`config.mk`:
```
export PLATFORM = sky130hd
export DESIGN_NAME = dice_turn_controller
export DESIGN_NICKNAME = d
export VERILOG_FILES = /design/src/rtl/dice_turn_controller.sv
export SDC_FILE = /design/constraint.sdc
export NUM_CORES = 1
export LEC_CHECK = 0
export CORE_MARGIN = 1
export CORE_UTILIZATION = 55
export CTS_BUF_LIST = sky130_fd_sc_hd__clkbuf_4 sky130_fd_sc_hd__clkbuf_8
export DETAILED_ROUTE_END_ITERATION = 12
export GPL_TIMING_DRIVEN = 1
export PLACE_DENSITY = 0.87
export SLEW_MARGIN = 5
export SYNTH_ARGS = -nofsm -noshare
export SYNTH_HDL_FRONTEND = slang
export SYNTH_SLANG_ARGS = --single-unit
export TNS_END_PERCENT = 50
```
`constraint.sdc`:
```
create_clock -name clk -period 6.6 [get_ports clk]
set_input_delay 0.99 -clock clk [delete_from_list [all_inputs] [get_ports clk]]
set_output_delay 0.99 -clock clk [all_outputs]
set_load 0.005 [all_outputs]
```
`src/rtl/dice_turn_controller.sv`:
```
// Turn sequencer for the dice race game: converts detected die colours into
// moves, hands the turn on when the die is removed, forfeits idle turns and declares a winner.
module dice_turn_controller #(
  parameter int NUM_PLAYERS  = 2,
  parameter int TRACK_LEN    = 30,
  parameter int RED_STEPS    = 1,
  parameter int GREEN_STEPS  = 2,
  parameter int BLUE_STEPS   = 3,
  parameter int ROLL_TIMEOUT = 0,
  parameter int POS_W        = $clog2(TRACK_LEN + 1)
) (
  input  logic               clk,
  input  logic               reset,
  input  logic               start,
  input  logic [1:0]         stable_color,
  input  logic               result_ready,
  input  logic               turn_end,
  output logic [1:0]         game_state,
  output logic               detect_armed,
  output logic [1:0]         cur_player,
  output logic [4*POS_W-1:0] positions,
  output logic [2:0]         last_steps,
  output logic               move_pulse,
  output logic               turn_pulse,
  output logic               timeout_pulse,
  output logic               winner_valid,
  output logic [1:0]         winner_id
);

  typedef enum logic [1:0] {
    IDLE       = 2'b00,
    WAIT_ROLL  = 2'b01,
    WAIT_CLEAR = 2'b10,
    WIN        = 2'b11
  } state_t;

  localparam int unsigned       NP          = NUM_PLAYERS;
  localparam int unsigned       PW          = POS_W;
  localparam logic [1:0]        LAST_PLAYER = 2'(NUM_PLAYERS - 1);
  localparam logic [POS_W-1:0]  TRACK_POS   = POS_W'(TRACK_LEN);
  localparam logic [POS_W+2:0]  TRACK_SUM   = (POS_W + 3)'(TRACK_LEN);
  localparam logic [2:0]        RED_S       = 3'(RED_STEPS);
  localparam logic [2:0]        GREEN_S     = 3'(GREEN_STEPS);
  localparam logic [2:0]        BLUE_S      = 3'(BLUE_STEPS);
  localparam logic              TIMEOUT_EN  = (ROLL_TIMEOUT > 0);
  localparam logic [31:0]       TIMEOUT_TOP = 32'(ROLL_TIMEOUT - 1);

  state_t           state_q, state_d;
  logic [1:0]       player_q, player_d;
  logic [POS_W-1:0] pos_q [4];
  logic [POS_W-1:0] pos_d [4];
  logic [2:0]       steps_q, steps_d;
  logic             move_q, move_d;
  logic             turn_q, turn_d;
  logic             tout_q, tout_d;
  logic             win_valid_q, win_valid_d;
  logic [1:0]       win_id_q, win_id_d;
  logic [31:0]      cnt_q, cnt_d;

  logic             roll_valid;
  logic [2:0]       roll_steps;
  logic [POS_W+2:0] pos_sum;
  logic [POS_W-1:0] new_pos;
  logic [1:0]       next_player;

  always_ff @(posedge clk) begin
    if (reset) begin
      state_q     <= IDLE;
      player_q    <= '0;
      steps_q     <= '0;
      move_q      <= 1'b0;
      turn_q      <= 1'b0;
      tout_q      <= 1'b0;
      win_valid_q <= 1'b0;
      win_id_q    <= '0;
      cnt_q       <= '0;
      for (int unsigned i = 0; i < 4; i++) begin
        pos_q[i] <= '0;
      end
    end else begin
      state_q     <= state_d;
      player_q    <= player_d;
      steps_q     <= steps_d;
      move_q      <= move_d;
      turn_q      <= turn_d;
      tout_q      <= tout_d;
      win_valid_q <= win_valid_d;
      win_id_q    <= win_id_d;
      cnt_q       <= cnt_d;
      for (int unsigned i = 0; i < 4; i++) begin
        pos_q[i] <= pos_d[i];
      end
    end
  end

  // Move arithmetic is evaluated every cycle and only committed on a valid roll.
  always_comb begin
    roll_valid = result_ready && (stable_color != 2'b00);
    case (stable_color)
      2'b01:   roll_steps = RED_S;
      2'b10:   roll_steps = GREEN_S;
      default: roll_steps = BLUE_S;
    endcase
    pos_sum     = {3'b000, pos_q[player_q]} + {{POS_W{1'b0}}, roll_steps};
    new_pos     = (pos_sum >= TRACK_SUM) ? TRACK_POS : pos_sum[POS_W-1:0];
    next_player = (player_q == LAST_PLAYER) ? 2'b00 : player_q + 2'd1;
  end

  always_comb begin
    state_d     = state_q;
    player_d    = player_q;
    steps_d     = steps_q;
    move_d      = 1'b0;
    turn_d      = 1'b0;
    tout_d      = 1'b0;
    win_valid_d = win_valid_q;
    win_id_d    = win_id_q;
    cnt_d       = cnt_q;
    for (int unsigned i = 0; i < 4; i++) begin
      pos_d[i] = pos_q[i];
    end

    case (state_q)
      IDLE, WIN: begin
        if (start) begin
          state_d     = WAIT_ROLL;
          player_d    = '0;
          steps_d     = '0;
          cnt_d       = '0;
          win_valid_d = 1'b0;
          for (int unsigned i = 0; i < 4; i++) begin
            pos_d[i] = '0;
          end
        end
      end

      WAIT_ROLL: begin
        // A valid roll takes priority over both turn_end and the forfeit.
        if (roll_valid) begin
          pos_d[player_q] = new_pos;
          steps_d         = roll_steps;
          move_d          = 1'b1;
          if (new_pos == TRACK_POS) begin
            state_d     = WIN;
            win_valid_d = 1'b1;
            win_id_d    = player_q;
          end else begin
            state_d = WAIT_CLEAR;
          end
        end else if (TIMEOUT_EN && (cnt_q == TIMEOUT_TOP)) begin
          tout_d   = 1'b1;
          turn_d   = 1'b1;
          player_d = next_player;
          cnt_d    = '0;
        end else begin
          cnt_d = cnt_q + 32'd1;
        end
      end

      WAIT_CLEAR: begin
        if (turn_end) begin
          state_d  = WAIT_ROLL;
          player_d = next_player;
          turn_d   = 1'b1;
          cnt_d    = '0;
        end
      end

      default: state_d = IDLE;
    endcase
  end

  always_comb begin
    positions = '0;
    for (int unsigned i = 0; i < NP; i++) begin
      positions[i*PW +: PW] = pos_q[i];
    end
  end

  assign game_state    = state_q;
  assign detect_armed  = (state_q == WAIT_ROLL);
  assign cur_player    = player_q;
  assign last_steps    = steps_q;
  assign move_pulse    = move_q;
  assign turn_pulse    = turn_q;
  assign timeout_pulse = tout_q;
  assign winner_valid  = win_valid_q;
  assign winner_id     = win_id_q;

endmodule
```
==> results of run 1 <==
cell usage after synthesis (all sizes together), types with 2 or more instances:
cell type  instances  area, um2
and3b              2       17.5
nor2              10       37.5
or2                4       25.0
nand2b            13       81.3
clkbuf             4       15.0
ha                 4       50.1
a31oi              2       12.5
a21oi             12       60.1
o21ai             20        115
dfxtp             33        661
mux2i              4       40.0
nor3b              2       15.0
nand3             22        110
nand2              6       22.5
nor2b              4       25.0
a22oi              3       22.5
nand3b             4       30.0
nor3               2       10.0
inv                8       30.0
buf               14        105
mux4               5        113
o211ai             2       20.0
layout make-up:
| class | count | area [um2] | share of cell area |
|---|---|---|---|
| multi-input cells | 143 | 953 | 0.472 |
| flip-flops and latches | 33 | 661 | 0.327 |
| repair buffers | 28 | 280 | 0.139 |
| clock buffers | 7 | 58.8 | 0.0291 |
| well taps | 31 | 38.8 | 0.0192 |
| inverters | 8 | 30.0 | 0.0149 |
power groups by stage:
stage	registers [W]	clock network, W	logic (W)
finish	0.000205	0.000122	0.0000581
global route	0.000206	0.000134	0.0000642
CTS	0.000205	0.000123	0.0000568
detailed placement	0.000210	0	0.0000562
global placement	0.000209	0	0.0000549
floorplan	0.000209	0	0.0000407
stage by stage:
| step | power, W | instances | instance area [um2] | setup slack, ns | hold WS (ns) |
|---|---|---|---|---|---|
| 6_report | 0.000385 | 250 | 2020 | 3.32 | 0.466 |
| 3_5_place_dp | 0.000266 | 243 | 1960 | 3.08 | 0.447 |
| 3_3_place_gp | 0.000264 | 243 | 1960 | 3.18 | 0.442 |
| 2_1_floorplan | 0.000250 | 202 | 1760 | 3.84 | 0.438 |
| 4_1_cts | 0.000385 | 250 | 2020 | 3.37 | 0.469 |
| 5_1_grt | 0.000403 | 250 | 2020 | 3.14 | 0.500 |
how the worst max path moves through the flow:
stage | from | endpoint | slack (ns) | cells after the start
6_report | stable_color[0] | winner_id[1]$_SDFFE_PP0P_ | 3.32 | 10
3_5_place_dp | stable_color[0] | winner_id[0]$_SDFFE_PP0P_ | 3.08 | 10
4_1_cts | stable_color[0] | winner_id[1]$_SDFFE_PP0P_ | 3.37 | 10
5_1_grt | stable_color[0] | game_state[0]$_SDFFE_PP0P_ | 3.14 | 10
2_1_floorplan | stable_color[0] | winner_id[0]$_SDFFE_PP0P_ | 3.84 | 9
3_3_place_gp | stable_color[0] | winner_id[1]$_SDFFE_PP0P_ | 3.18 | 10
state kept, by name, summed over array words and instances, names as in the netlist, named ones only:
register / cells
last_steps: 2
winner_id: 2
move_pulse: 1
cur_player: 2
game_state: 2
pos_q: 20
turn_pulse: 1
winner_valid: 1
routing by layer:
layer  share of wire  vias up  wire (um)  GRT usage
met2            0.48       64       1910      0.417
li1                -      716          -          -
met3           0.076        8        303     0.0848
met1            0.43      707       1710      0.327
met4           0.017        0         67      0.119
met5               0        -          0          0
cells by family (layout without fill, tap and decap cells):
family | count (synthesis) | count (layout) | share of synthesized area
adder cells (fa/ha/maj) | 5 | 5 | 0.0407
other | 1 | 12 | 0.00218
multiplexers | 9 | 9 | 0.0886
AND/OR/NAND/NOR | 72 | 72 | 0.234
buffers and inverters | 26 | 43 | 0.0871
flip-flops | 33 | 33 | 0.383
AO/OA/AOI/OAI | 45 | 45 | 0.164
worst reg2reg max path, cell delays in order (launching register included):
cell	delay (ns)
dfxtp_1	0.62
mux4_2	0.60
ha_1	0.22
inv_1	0.07
fa_1	0.28
nor2_1	0.07
o21ai_0	0.11
a311oi_1	0.19
or4b_4	0.58
o21ai_2	0.15
==> metrics.yaml, run 1 <==
setup_path:
  arrival_ns: 3.51
  r2r_slack_ns: 3.64
  timing.critical_path.mode_cell: "o21ai_0"
  critPathRequiredTime_ns: 6.83
  timing.rr.end: "pos_q[3][0]$_SDFFE_PP0P_"
  slowest_stage: "clkdlybuf4s50_1"
  crit_fanout: 6
  cp-start-kind: "input pin"
  critical_path_buf_inv_count: 2
  slowest_delay_ns: 0.53
  reg2reg_depth: 9
  critPathCaptureType: "flop"
  criticalPathCategory: "input pin to flop"
  worstPathCellList: "clkdlybuf4s50_1 > nand2b_1 > ha_1 > inv_1 > fa_1 > nor2_1 > o21ai_0 > a311oi_1 > o21ai_0 > mux2i_1"
  crit_family: "compound AO/OA/AOI/OAI gates"
synth:
  ys_ff_latch: 33
  synth_cell_types: 37
  ys_warn_count: 0
  syn-cell-area_mm2: 0.00172
  ys_seq_area_frac: 0.383
  synthArstFlopShare: 0
  avgSynthCellArea_um2: 9.02
  synth_edf_count: 0
  synthCells: 191
  synth_ff_type: "dfxtp_1"
finish:
  final_cell_mix: "33 x dfxtp_1, 28 x clkdlybuf4s50_1, 22 x nand3_1, 16 x o21ai_0, 13 x nand2b_1"
  area.growth.synth_to_final_pct: 17.4
  final_nets: 231
  fin_util: 0.709
  drive_gt1_frac: 0.100
  final_common_cell: "dfxtp_1"
  nFillCells: 215
  n_antenna_cell: 0
sta:
  setup_tns_ns: 0
  fin_crit_ns: 3.28
  hold_violations: 0
  post-route-period-util: 0.497
  rsz0062_at_grt: "no"
  setup_viol: 0
  worst_slew_pin_slew_ns: 0.887
  fmax_mhz: 305
  drv_slew: 0
  slew_headroom: 0.407
  skew_ns: 0.0136
min_path:
  holdPathStages: 2
  hold-path-endpoint: "winner_valid$_SDFFE_PP0P_"
  hold_class: "flop to flop"
  worstHoldStart: "winner_valid$_SDFFE_PP0P_"
floorplanning:
  core_mm2: 0.00285
  start_util: 0.604
  rows: 19
  die_x_um: 58.0
  die_h_um: 58.0
  io_pins: 41
  die-area_mm2: 0.00336
global_route:
  grt_usage: 0.263
  grt-ovfl-total: 0
  grt_max_degree: 25
  grt_pass1_wl_mm: 6.42
  antenna_found_initial: 0
  grt_pass1_vias: 1403
placement:
  numPortBuffers: 28
  dp_hpwl_mm: 2.89
  gp_congestion: 0.830
drt:
  drtIter0Drc: 140
  wl_per_cell_um: 15.9
  drtAntennaViolNets: 0
  drt_drc_violations_left: 3
  vias: 1495
  routed_wl_mm: 3.99
  via_per_inst: 5.98
  dr.pass1.iters: 10
power:
  p_int_w: 0.000281
  clockPowerShare: 0.317
  p_sw_w: 0.000105
  seqPwrFrac: 0.532
  p_leak_nw: 0.729
  netSwitchingFraction: 0.272
  power_density_mw_per_mm2: 191
  combinationalPowerShare: 0.151
  peakVddDrop_uv: 116
clock_network:
  cts.path.max_buffers: 2
  numCtsBuffers: 5
  cts_tree: "done"
  ctsHoldBuffers: 0
  clock_latency_ns: 0.35
  cts.reportedPaths.clkPinSlew_ns: 0.10
  cts-root-buf: "clkbuf_4"
  cts.sinks: 33
  cts.repair.resized: 0
  post_cts.repair.setup_buffers: 0
  h-tree-depth: 2
job:
  maxCapViolations: 0
outcome:
  violations: "DRC"
  status: "finished with violations"
No activity file was read; power rests on OpenSTA's default activity.
==> run 2, diff against run 1 <==
Settings changed: CORE_UTILIZATION 55 to 51, PLACE_DENSITY 0.87 to 0.82.
Clock period 6.6 ns to 3.25 ns, I/O delays scaled along.
==> metrics.yaml, run 2 (synthesis gave the netlist of run 1 again) <==
sta:
  hold_violations: 0  # unchanged
  layout_setup_ws_ns: 0.392  # -2.93 ns
  worst_slew_pin_slew_ns: 0.583  # -0.304 ns
  skew_ns: 0.0150  # +0.00137 ns
  fin_crit_ns: 2.86
  slew_headroom: 0.607  # +0.200
  drv_slew: 0  # unchanged
  fmax_mhz: 350
  setup_tns_ns: 0  # unchanged
  setup_viol: 0  # unchanged
  post-route-period-util: 0.879
  rsz0062_at_grt: "no"
finish:
  n_antenna_cell: 0  # unchanged
  fin_util: 0.659  # -0.0500
  largest_register: "pos_q"
  largest_register_ffs: 20  # unchanged
  nFillCells: 266  # +24%
  drive_gt1_frac: 0.113  # +0.0122
  final_common_cell: "dfxtp_1"
  final_nets: 234  # +1.3%
  final_cell_mix: "33 x dfxtp_1, 28 x clkdlybuf4s50_1, 22 x nand3_1, 16 x o21ai_0, 13 x nand2b_1"
  area.growth.synth_to_final_pct: 19.6
min_path:
  holdPathStages: 2  # unchanged
  hold_class: "flop to flop"
  hold-path-endpoint: "winner_valid$_SDFFE_PP0P_"
  worstHoldStart: "winner_valid$_SDFFE_PP0P_"
setup_path:
  criticalPathCategory: "flop to flop"
  r2r_slack_ns: 0.39  # -3.25 ns
  worstPathCellList: "mux4_2 > ha_1 > a21o_1 > o211ai_2 > a311oi_1 > or4b_4 > o21ai_2"
  crit_fanout: 9  # +3
  critical_path_buf_inv_count: 0  # -2
  critPathCaptureType: "flop"
  reg2reg_depth: 7  # -2
  crit_family: "compound AO/OA/AOI/OAI gates"
  arrival_ns: 3.14  # -0.37 ns
  slowest_stage: "mux4_2"
  cp-start-kind: "flop"
  critPathRequiredTime_ns: 3.53  # -3.30 ns
  slowest_delay_ns: 0.61  # +0.08 ns
  timing.rr.end: "pos_q[3][0]$_SDFFE_PP0P_"
floorplanning:
  die_x_um: 60.1  # +3.7%
  start_util: 0.551  # -0.0531
  die-area_mm2: 0.00361  # +7.6%
  die_h_um: 60.1  # +3.7%
  rows: 20  # +1
  io_pins: 41  # unchanged
  core_mm2: 0.00313  # +9.6%
global_route:
  grt_max_degree: 15  # -40%
  antenna_found_initial: 0  # unchanged
  grt_pass1_wl_mm: 6.15  # -4.1%
  grt_usage: 0.238  # -0.0250
  grt-ovfl-total: 0  # unchanged
  grt_pass1_vias: 1294  # -7.8%
job:
  maxCapViolations: 0  # unchanged
placement:
  gp_congestion: 0.819  # -1.3%
  dp_hpwl_mm: 2.80  # -3.0%
  dpl_worst_slack_ns: 0.214  # -2.87 ns
  numPortBuffers: 28  # unchanged
clock_network:
  h-tree-depth: 2  # unchanged
  cts-root-buf: "clkbuf_4"
  cts.sinks: 33  # unchanged
  cts.path.max_buffers: 2  # unchanged
  cts_tree: "done"
  numCtsBuffers: 5  # unchanged
  clock_latency_ns: 0.34  # about the same
  cts.repair.resized: 0  # unchanged
  ctsHoldBuffers: 0  # unchanged
  post_cts.repair.setup_buffers: 0  # unchanged
  cts.reportedPaths.clkPinSlew_ns: 0.11  # about the same
drt:
  routed_wl_mm: 3.83  # -4.0%
  drtAntennaViolNets: 0  # unchanged
  drtIter0Drc: 96  # -31%
  drt_drc_violations_left: 0  # -3
  dr.pass1.iters: 4  # -6
  vias: 1509  # +0.94%
  wl_per_cell_um: 14.4  # -9.7%
  via_per_inst: 5.67  # -5.1%
power:
  power_density_mw_per_mm2: 382  # +100%
  p_leak_nw: 0.743  # +2.0%
  peakVddDrop_uv: 292  # +150%
outcome:
  status: "completed"
run 2: cell count changes in the layout (fill, tap and decap cells not counted):
cell	before	now
buf_4	0	3
run 2: final cells by class:
type,instances,area [um2],area share
multi-input cells,143,953,0.463
flip-flops and latches,33,661,0.321
repair buffers,31,303,0.147
clock buffers,7,58.8,0.0285
well taps,44,55.1,0.0267
inverters,8,30.0,0.0146
run 2: tightest hold or removal path, cell delays in order (launching register included):
cell	delay [ns]
dfxtp_1	0.33
nand2_1	0.06
o41ai_1	0.06
run 2: how the worst max path moves through the flow:
stage | end | start | slack, ns | cells after the start
floorplan | pos_q[3][0]$_SDFFE_PP0P_ | flop | 0.76 | 8
global placement | winner_id[1]$_SDFFE_PP0P_ | stable_color[0] | 0.31 | 10
detailed placement | winner_id[0]$_SDFFE_PP0P_ | stable_color[0] | 0.21 | 10
CTS | pos_q[3][0]$_SDFFE_PP0P_ | flop | 0.36 | 7
global route | pos_q[1][0]$_SDFFE_PP0P_ | flop | 0.20 | 9
finish | pos_q[3][0]$_SDFFE_PP0P_ | flop | 0.39 | 7
run 2: routing by layer:
| metal | GRT usage | share of wire |
|---|---|---|
| met1 | 0.315 | 0.45 |
| met2 | 0.374 | 0.47 |
| met3 | 0.0714 | 0.067 |
| met4 | 0.0664 | 0.014 |
| met5 | 0 | 0 |
run 2: metrics by stage:
| step | total power [W] | instance area [um2] | cells | hold WS, ns |
|---|---|---|---|---|
| after detailed placement | 0.000547 | 2000 | 259 | 0.457 |
| after global routing | 0.000829 | 2060 | 266 | 0.494 |
| after CTS | 0.000787 | 2060 | 266 | 0.479 |
| after floorplan | 0.000507 | 1760 | 202 | 0.438 |
| after global placement | 0.000546 | 2000 | 259 | 0.438 |
| final | 0.000788 | 2060 | 266 | 0.476 |
run 2: report_power, final:
part           switching (W)  internal (W)  leakage (nW)  total (W)
combinational      0.0000700     0.0000536         0.442   0.000124
clock               0.000138      0.000110        0.0348   0.000248
sequential        0.00000573      0.000411         0.266   0.000416
==> variant 1 (settings of run 2) <==
Set the parameter `NUM_PLAYERS` to 1 (it was 2).
--- a/src/rtl/dice_turn_controller.sv
+++ b/src/rtl/dice_turn_controller.sv
@@ -2,5 +2,5 @@
 // moves, hands the turn on when the die is removed, forfeits idle turns and declares a winner.
 module dice_turn_controller #(
-  parameter int NUM_PLAYERS  = 2,
+  parameter int NUM_PLAYERS  = 1,
   parameter int TRACK_LEN    = 30,
   parameter int RED_STEPS    = 1,
Check against the original RTL: not equivalent (a bounded check fails within 4 cycles, from zero or initial values and one cycle with reset high).
==> variant 1 against run 2 <==
Worst setup slack better by 0.044 ns. Sequential cell count unchanged. Critical endpoint is now pos_q[0][0]. Highest routed layer unchanged. Design area rose by 0.97%. Clock skew decreased by 0.0032 ns. Wire length is 11% lower. Total power decreased by 1.9%. Critical path depth did not move. Area after synthesis rose by 6.0%. Critical path type unchanged.
==> variant 1: results (changes against run 2) <==
run status=completed; Slew HR=54.1% (-6.6 points); CP Data Arrival Time=3.09 ns (-0.05 ns); largest register by flop count=pos_q; compound-cell area share of the yosys netlist=15.1% (-1.3 points); most used flip-flop cell after synthesis=dfxtp_1; Placer Congestion=0.791 (-3.4%); top cells by area, synth=dfxtp_1 (36%), nand3_1 (7.7%), buf_4 (7.0%); M1 WL=1600 um (-7.5%); clock latency on the worst-skew pair=0.34 ns (about the same); Layout Skew=0.0118 ns (-0.00315 ns); Tot GR Track Use=19.7% (-4.0 points); r2r endpoint=pos_q[0][0]; synth unique cells=34 (-8.1%); adder-cell share of the synthesized area=7.26% (+3.2 points); buffers added on ports=23 (-18%); Worst path top cell family by delay=adder cells; Worst path max stage delay=0.54 ns (-0.07 ns); top cells by count, synth=dfxtp_1 (33), nand3_1 (28), nor2_1 (19), buf_4 (17), o21a_1 (12); Leak Pwr=0.783 nW (+5.3%); TNS Setup=0 ns (unchanged); vias in the first global route=1262 (-2.5%); Hold Path End=pos_q[3][0]; worst vdd ir=0.000191 V (-35%); R2R cell count=7 (unchanged); register area share after synthesis=36.2% (-2.2 points); hold path start=pos_q[3][0]; warning count from the yosys run=0 (unchanged); R2R Setup Slk=0.44 ns (+0.04 ns); post_cts resized=0 (unchanged); WL met3=174 um (-32%); Worst Hold Depth=2 (unchanged); Hold Crit Class=register to register; Hold WS=0.467 ns (-0.00900 ns); Slowest cell on crit path=mux4_2; Seq. pwr=415 uW (about the same); maximum number of pins on one net before global-route repair=34 (+19); Avg WL per Cell=12.5 um (-13%); combinational power=115 uW (-7%); H-tree depth=2 (unchanged); Max clock buf depth=2 (unchanged); Initial DRC Count=80 (-17%); Vias/cell=5.29 (-6.7%); drt pass-1 iters=4 (unchanged); mux contribution to synthesized area=8.36% (-0.50 points); clock-pin slew of the registers on the worst-case setup and hold paths=0.10 ns; ANT cells=0 (unchanged); Post-Synth XOR/XNOR Area=0% (unchanged); Max FO, Critical Path=8 (-1); root buffer cell=clkbuf_4; layout cell share with drive strength beyond 1=7.93% (-3.3 points); Pint=567 uW (-1.3%); first-pass GRT wire length=5420 um (-12%); HPWL Detailed=2410 um (-14%); pre-CTS setup slack=0.297 ns (+0.0829 ns); metal2 WL=1570 um (-12%); postcts setup bufs=0 (unchanged); final net count=243 (+3.8%); highest metal used=met4
variant 1: cell count changes in the layout (fill, tap and decap cells not counted), moves of 3 or more:
cell | before | now
o21ai_2 | 4 | 0
and3_1 | 0 | 3
clkdlybuf4s50_1 | 28 | 23
nand4_1 | 0 | 4
nand2b_1 | 13 | 10
nor2_1 | 10 | 19
nand3_1 | 22 | 28
conb_1 | 12 | 17
a21oi_1 | 12 | 5
nand3b_1 | 4 | 0
o21a_1 | 0 | 12
or2_2 | 4 | 1
o21ai_0 | 16 | 8
ha_1 | 4 | 9
variant 1: how the worst max path moves through the flow:
stage | startpoint | end | slack [ns] | cells after the start
finish | register | pos_q[0][0] | 0.44 | 7
global route | register | pos_q[3][0] | 0.27 | 7
CTS | register | pos_q[0][0] | 0.42 | 7
detailed placement | stable_color[0] | game_state[0] | 0.30 | 8
global placement | stable_color[0] | game_state[0] | 0.37 | 8
floorplan | register | winner_valid | 0.64 | 8
variant 1: per-stage QoR:
step / area, um^2 / cells / power [mW] / utilization (%)
floorplan: 1890 / 220 / 0.512 / -
global route: 2080 / 273 / 0.804 / 61.4
CTS: 2080 / 273 / 0.776 / 61.4
detailed placement: 2020 / 265 / 0.537 / 59.6
finish: 2080 / 273 / 0.773 / 61.4
global placement: 2020 / 265 / 0.536 / 59.6
variant 1: metal layers:
layer	vias up	global-route usage, %
met4	0	9.84
met5	-	0
met3	5	4.97
li1	730	-
met2	43	31.3
met1	667	25.0
variant 1: layout make-up:
type / instances / area (um^2)
clock buffer: 8 / 60.1
fill: 288 / 1310
inverter: 6 / 22.5
multi-input combinational: 155 / 1030
sequential: 33 / 661
tap: 46 / 57.6
timing repair buffer: 25 / 245
==> variant 2 (flow settings as in run 2) <==
Made on the original files. Reset style: asynchronous (`reset`), changed in one clocked block.
--- a/src/rtl/dice_turn_controller.sv
+++ b/src/rtl/dice_turn_controller.sv
@@ -64,5 +64,5 @@
   logic [1:0]       next_player;
 
-  always_ff @(posedge clk) begin
+  always_ff @(posedge clk or posedge reset) begin
     if (reset) begin
       state_q     <= IDLE;
Formal check against the unedited RTL: differs if reset is asserted again (counterexample within 4 cycles, from zero or initial values and one cycle with reset high); with reset held inactive, the same outputs for 10 cycles.
==> variant 2 against run 2 <==
Worst setup slack better by 0.10 ns. Area after synthesis up 8.9%. Die area rose by 8.6%. Sequential cell count fell by 2. First-iteration DRC count is 16% lower. Design area is 5.3% higher. Core utilization is 2.8 points lower. Wire length shrank 3.9%. Critical endpoint is now winner_id[1].
Power is not compared: it rests on default switching activity, and its combinational part moved more than twofold at a synthesized area within 25%.
==> variant 2: results (changes against run 2) <==
Worst path top cell family by delay=adder cells; synth unique cells=40 (+8.1%); M1 GR Usage=27.4% (-4.0 points); warning count from the yosys run=0 (unchanged); Syn Inst Count=183 (-4.2%); first-pass GRT wire length=6510 um (+5.7%); Slew HR=44.2% (-17 points); grt met2 use=33.6% (-3.8 points); clock-pin slew of the registers on the worst-case setup and hold paths=0.06 ns (-0.05 ns); Placer Congestion=0.912 (+11%); drt pass-1 iters=4 (unchanged); WL met3=174 um (-32%); vias in the first global route=1358 (+4.9%); Avg WL per Cell=14.6 um (+1.8%); run status=completed; Post-Layout Cell Count=251 (-5.6%); metal2 WL=1800 um (+1.2%); top cells by count, synth=dfrtp_1 (31), nand2_1 (25), buf_4 (22), mux2i_1 (14), o21ai_0 (10); worst vdd ir=0.000327 V; instance area at placement=0.00208 mm^2 (+3.9%); maximum number of pins on one net before global-route repair=32 (+17); met3 Usage GRT=6.02% (-1.1 points); Post-synth ARST share=100% (+100 points); Vias/cell=5.58 (-1.7%); Initial DRC Count=81 (-16%); Slowest cell on crit path=fa_1; final net count=216 (-7.7%); Placed Instances=243 (-6.2%); HPWL Detailed=2680 um (-4.2%); layout cell share with drive strength beyond 1=10.2% (-1.0 points); M1 WL=1610 um (-7.4%); clock latency on the worst-skew pair=0.28 ns (-0.06 ns); register area share after synthesis=41.3% (+3.0 points); root buffer cell=clkbuf_8; top cells by area, synth=dfrtp_1 (41%), buf_4 (8.8%), mux2i_1 (7.5%); post_cts resized=0 (unchanged); Tot GR Track Use=21.7% (-2.1 points); Max FO, Critical Path=6 (-3); Layout Skew=0.00598 ns (-0.00898 ns); CP Data Arrival Time=2.91 ns (-0.23 ns)
[variant 2: final cells by class]
cell class | count | area [um^2]
Tap cell | 46 | 57.6
Inverter | 9 | 33.8
Clock inverter | 1 | 5.00
Sequential cell | 31 | 776
Clock buffer | 7 | 83.8
Timing Repair Buffer | 31 | 303
Multi-Input combinational cell | 126 | 911
Fill cell | 279 | 1270
[variant 2: kinds of logic (layout without fill, tap and decap cells)]
kind of cell | after synthesis | after routing | share of synthesized area, %
muxes | 21 | 21 | 14.7
AOI/OAI and AO/OA | 35 | 35 | 13.7
DFF | 31 | 31 | 41.3
other | 1 | 12 | 0.200
and+or+nand+nor | 53 | 53 | 14.0
adders and majority gates | 5 | 5 | 3.73
buffers and inverters | 37 | 48 | 12.3
[variant 2: final timing paths]
check	from	end	slack, ns	cells after the start
setup / recovery	stable_color[0]	winner_id[1]	0.50	8
hold / removal	pos_q[1]	pos_q[1]	0.49	2
setup reg to reg	cur_player[0]	winner_id[1]	0.51	7
hold reg to reg	pos_q[1]	pos_q[1]	0.49	2
max in group asynchronous	reset	winner_valid	2.38	3
min in group asynchronous	reset	positions[9]	0.59	3
[variant 2: stage by stage]
stage / hold WS (ns) / total power [mW] / setup WS (ns)
floorplan: 0.463 / 1.04 / 0.132
CTS: 0.498 / 1.55 / 0.493
finish: 0.493 / 1.54 / 0.496
global placement: 0.475 / 1.23 / 0.285
detailed placement: 0.484 / 1.25 / 0.207
global route: 0.518 / 1.66 / 0.338
[variant 2: power by group]
group	leakage (nW)	switching [mW]	internal, mW
logic	0.477	0.378	0.346
registers	0.418	0.0610	0.459
clock network	0.0491	0.135	0.167
total	0.945	0.574	0.971
[variant 2: worst min-delay path: cells and delay by family (launching register included)]
family,cells,cell delay [ns]
AOI/OAI and AO/OA,1,0.06
DFF,1,0.34
and+or+nand+nor,1,0.06
